### src/rtl/divider_8b_seq.sv
// Sequential unsigned restoring divider that drives an external subtractor_8b.
// It runs one quotient bit per RUN cycle and returns the result over valid/ready handshakes.
module divider_8b_seq #(
  parameter int WIDTH = 8
) (
  input  logic             clk_i,
  input  logic             rst_i,
  input  logic             in_valid_i,
  output logic             in_ready_o,
  input  logic [WIDTH-1:0] dividend_i,
  input  logic [WIDTH-1:0] divisor_i,
  output logic [WIDTH-1:0] sub_a_o,
  output logic [WIDTH-1:0] sub_b_o,
  input  logic [WIDTH-1:0] sub_diff_i,
  input  logic             sub_borrow_i,
  output logic             out_valid_o,
  input  logic             out_ready_i,
  output logic [WIDTH-1:0] quotient_o,
  output logic [WIDTH-1:0] remainder_o,
  output logic             div_by_zero_o
);

  localparam int CW = (WIDTH > 1) ? $clog2(WIDTH) : 1;
  localparam logic [CW-1:0] LAST_STEP = CW'(WIDTH - 1);

  typedef enum logic [1:0] {
    S_IDLE = 2'd0,
    S_RUN  = 2'd1,
    S_DONE = 2'd2
  } state_t;

  state_t           state_q;
  logic [CW-1:0]    count_q;
  logic [WIDTH-1:0] r_q;
  logic [WIDTH-1:0] q_q;
  logic [WIDTH-1:0] d_q;
  logic [WIDTH-1:0] quot_q;
  logic [WIDTH-1:0] rem_q;
  logic             dbz_q;

  logic [WIDTH-1:0] shifted_r;
  logic [WIDTH-1:0] r_d;
  logic [WIDTH-1:0] q_d;

  // The partial remainder stays below 2^step, so the shifted value always fits in WIDTH bits.
  always_comb begin
    shifted_r = {r_q[WIDTH-2:0], q_q[WIDTH-1]};
    r_d       = sub_borrow_i ? shifted_r : sub_diff_i;
    q_d       = {q_q[WIDTH-2:0], ~sub_borrow_i};
  end

  always_ff @(posedge clk_i) begin
    if (rst_i) begin
      state_q <= S_IDLE;
      count_q <= '0;
      r_q     <= '0;
      q_q     <= '0;
      d_q     <= '0;
      quot_q  <= '0;
      rem_q   <= '0;
      dbz_q   <= 1'b0;
    end else begin
      unique case (state_q)
        S_IDLE: begin
          if (in_valid_i) begin
            q_q     <= dividend_i;
            d_q     <= divisor_i;
            r_q     <= '0;
            count_q <= '0;
            if (divisor_i == '0) begin
              state_q <= S_DONE;
              quot_q  <= '1;
              rem_q   <= dividend_i;
              dbz_q   <= 1'b1;
            end else begin
              state_q <= S_RUN;
              dbz_q   <= 1'b0;
            end
          end
        end
        S_RUN: begin
          r_q     <= r_d;
          q_q     <= q_d;
          count_q <= count_q + 1'b1;
          if (count_q == LAST_STEP) begin
            state_q <= S_DONE;
            quot_q  <= q_d;
            rem_q   <= r_d;
          end
        end
        S_DONE: begin
          if (out_ready_i) begin
            state_q <= S_IDLE;
          end
        end
        default: begin
          state_q <= S_IDLE;
        end
      endcase
    end
  end

  assign in_ready_o    = (state_q == S_IDLE);
  assign out_valid_o   = (state_q == S_DONE);
  assign sub_a_o       = shifted_r;
  assign sub_b_o       = d_q;
  assign quotient_o    = quot_q;
  assign remainder_o   = rem_q;
  assign div_by_zero_o = dbz_q;

endmodule

### config.mk
export PLATFORM = sky130hd
export DESIGN_NAME = divider_8b_seq
export DESIGN_NICKNAME = d
export VERILOG_FILES = /design/src/rtl/divider_8b_seq.sv
export SDC_FILE = /design/constraint.sdc
export NUM_CORES = 1
export LEC_CHECK = 0
export BUFFER_PORTS_ARGS = -buffer_cell sky130_fd_sc_hd__buf_2
export CORE_MARGIN = 8
export CORE_UTILIZATION = 50
export CTS_CLUSTER_SIZE = 12
export DETAILED_ROUTE_END_ITERATION = 16
export GPL_ROUTABILITY_DRIVEN = 0
export GPL_TIMING_DRIVEN = 1
export PLACE_DENSITY = 0.91
export REMOVE_ABC_BUFFERS = 1
export SKIP_CTS_REPAIR_TIMING = 1
export SYNTH_ARGS = -nofsm -noshare
export SYNTH_HDL_FRONTEND = slang
export SYNTH_SLANG_ARGS = --single-unit
### constraint.sdc
create_clock -name clk_i -period 2.35 [get_ports clk_i]
set_input_delay 0.1175 -clock clk_i [delete_from_list [all_inputs] [get_ports clk_i]]
set_output_delay 0.1175 -clock clk_i [all_outputs]
set_load 0.02 [all_outputs]
==> reports/results.md <==
| Result | This run |
|:---|:---|
| Total power | 1.52 mW |
| Post-Syn Area per Cell | 8.66 um2 |
| Clock network latency to the later pin of the worst-skew pair | 300 ps |
| Pre-Repair DR Iteration Count | 4 |
| Post-synth cell types | 29 |
| Slew HR | 0.542 |
| Final-report hold violation count | 0 |
| Total die area | 0.00628 mm2 |
| Power density normalized to cell area | 623 mW/mm2 |
| Global-route wire length before repair | 8870 um |
| Routed length per placed instance | 15.9 um |
| Worst endpoint required time | 2540 ps |
| Sequential element share of the synthesized area | 0.450 |
| Yosys warning count | 0 |
| Final-layout fill cell count | 351 |
| Number of ports placed on the die boundary | 64 |
| Number of sinks on the clock net | 45 |
| Worst Hold Depth | 3 |
| Worst setup skew after layout | 7.55 ps |
| Area of the placeable core | 0.00391 mm2 |
| Row cnt | 23 |
| Syn Std Cell Area | 0.00200 mm2 |
| CTS tree | done |
| Period Utilization, post-route | 0.753 |
| Total track usage | 0.175 |
| Initial antenna violation count | 0 |
| Vias in the first global route | 1862 |
| Chip width | 79.3 um |
| Outcome | completed |
| Gate count of the mapped netlist | 231 |
| R2R cell count | 3 |
| Upper clock frequency limit | 565 MHz |
| Top cells by area, synth | sky130_fd_sc_hd__dfxtp_1 (45%), sky130_fd_sc_hd__nand2_1 (7.9%), sky130_fd_sc_hd__a21oi_1 (5.3%) |
| Minimum setup slack among reg-to-reg paths | 580 ps |
| Worst Path Class, Setup | reg2reg |
| Final core utilization | 0.625 |
| Number of enable-type register cells in the synthesized netlist | 0 |
| Wire length reported by the detailed router | 5400 um |
| Cell type with the highest aggregate area in the netlist | sky130_fd_sc_hd__dfxtp_1 |
| Root cell of the clock tree | sky130_fd_sc_hd__clkbuf_8 |
| Detailed placer's ending HPWL | 4040 um |
| Leakage | 1.05 nW |
| Starting DRT DRC Count | 155 |
| Max FO, Critical Path | 9 |
| Reg2Reg Launch Point | state_q[1]$_SDFFE_PP0P_ |
| Via/cell ratio | 5.62 |
| Number of design rule violations left after detail routing | 0 |
| Number of register bits inferred by synthesis | 45 |
| TritonCTS buffer count | 5 |
| Classification of the worst-slack hold path | in2reg |
| Buffer levels on the longest clock path | 2 |
| Setup repair after global routing missed its margin | no |
| H-tree depth | 2 |
| Die Y | 79.3 um |
| IO Port Bufs | 63 |
| CTS clk-pin slew, worst paths | 80 ps |
| Number of vias after detailed routing | 1905 |
| Transition time at the pin with the least slew margin | 687 ps |
| Area Growth Syn to Fin | 22.3% |
| Post-layout minimum cycle time | 1770 ps |
| DRT antenna net count | 0 |
| IR Drop Worst-Case VDD | 0.367 mV |
| Layout cells sized above 1 | 0.311 |
| Number of slew-limit violations in the final report | 0 |
| Max_cap viols | 0 |
| Starting utilization of the core area | 0.511 |
| Hold path startpoint | divisor_i[7] |
| Multi-input gate area | 0.00101 mm2 |
| Async set-reset flop share out of synthesis | 0 |
| Fraction of synthesized cell area taken by the top area cell type | 0.450 |
| Total negative slack | 0 ps |
| Combined flip-flop and latch cell area | 901 um2 |
| Final-report setup violation count | 0 |
| Category of the worst setup path launch point | flip-flop |
| # nets final | 320 |
| Endpoint, Worst Hold | sub_b_o[7]$_SDFFE_PP0P_ |
| Endpoint kind of the worst setup timing path | flip-flop |
| Data arrival, critical path | 1960 ps |
| Pin count of the biggest net entering global routing | 40 |
| Antenna diode instance count | 0 |
| Global route overflow | 0 |
| Worst R2R End | remainder_o[2]$_SDFFE_PP0P_ |
| Most used flip-flop cell after synthesis | sky130_fd_sc_hd__dfxtp_1 |
[worst max-delay path, stage by stage (launching register included)]
cell	delay, ps
sky130_fd_sc_hd__dfxtp_1	360
sky130_fd_sc_hd__or3b_1	480
sky130_fd_sc_hd__o31a_1	440
sky130_fd_sc_hd__o41ai_1	380
[state kept, by name, indices dropped and copies added (netlist names)]
name and cells:
state_q 2, r_q 7, count_q 3, q_q 8, div_by_zero_o 1, quotient_o 8, sub_b_o 8, remainder_o 8
[how the worst max path moves through the flow]
stage / depth (start not counted) / end / from
2_1_floorplan: 3 / remainder_o[0]$_SDFFE_PP0P_ / state_q[1]$_SDFFE_PP0P_
3_3_place_gp: 4 / remainder_o[2]$_SDFFE_PP0P_ / divisor_i[3]
3_5_place_dp: 4 / remainder_o[7]$_SDFFE_PP0P_ / divisor_i[3]
4_1_cts: 3 / remainder_o[7]$_SDFFE_PP0P_ / state_q[1]$_SDFFE_PP0P_
5_1_grt: 6 / remainder_o[7]$_SDFFE_PP0P_ / count_q[0]$_SDFFE_PP0P_
6_report: 3 / remainder_o[2]$_SDFFE_PP0P_ / state_q[1]$_SDFFE_PP0P_
[per-stage QoR]
stage	instances	worst slack [ps]	hold WS, ps	instance area, um2
floorplan	210	347	187	1910
global placement	332	631	373	2360
detailed placement	332	557	376	2360
CTS	339	561	59.3	2450
global route	339	418	58.1	2450
finish	339	580	64.2	2450
[cell usage in the layout (no fill, tap or decap), drive strengths merged, types with 2 or more instances in the layout]
cell type  synthesis  final
a311oi             8      8
buf                4     72
nand2b             4      4
ha                 2      2
a21oi             21     21
mux2               7      7
nor2b             11     11
o221a              7      7
nand3             10     10
nor2              23     23
nand2             42     42
o311ai             8      8
dfxtp             45     45
o41ai              8      8
clkbuf            17      6
or4                2      2
[report_power, final]
part	total, mW	switching, mW	internal [mW]
registers	0.815	0.0220	0.793
clock network	0.483	0.251	0.232
logic	0.226	0.142	0.0838
total	1.52	0.415	1.11
[metal layers]
metal	vias to the layer above	routed length (um)	GRT usage	share of wire
met5	-	0	0	0
met2	77	2780	0.305	0.51
met4	0	89	0.0648	0.016
met1	878	2160	0.199	0.40
li1	943	-	-	-
met3	7	378	0.0463	0.070
[cells in the mapped netlist (all sizes together) (7+ instances only)]
library cell / instances
a311oi: 8
o311ai: 8
mux2: 7
o221a: 7
nand2: 42
nor2b: 11
nor2: 23
nand3: 10
a21oi: 21
o41ai: 8
clkbuf: 17
dfxtp: 45
[cells by family after synthesis]
kind of cell               after synthesis  share of synthesized area
adders and majority gates                2                     0.0125
DFF                                     45                      0.450
and+or+nand+nor                         97                      0.226
AOI/OAI and AO/OA                       58                      0.225
buffers and inverters                   22                     0.0469
muxes                                    7                     0.0394
[final cells by class]
class | instances | area share
Clock buffer | 6 | 0.0338
Clock inverter | 1 | 0.00307
Inverter | 1 | 0.00153
Multi-Input combinational cell | 164 | 0.411
Sequential cell | 45 | 0.368
Tap cell | 50 | 0.0256
Timing Repair Buffer | 72 | 0.157
Power figures use the tool's default switching activity.
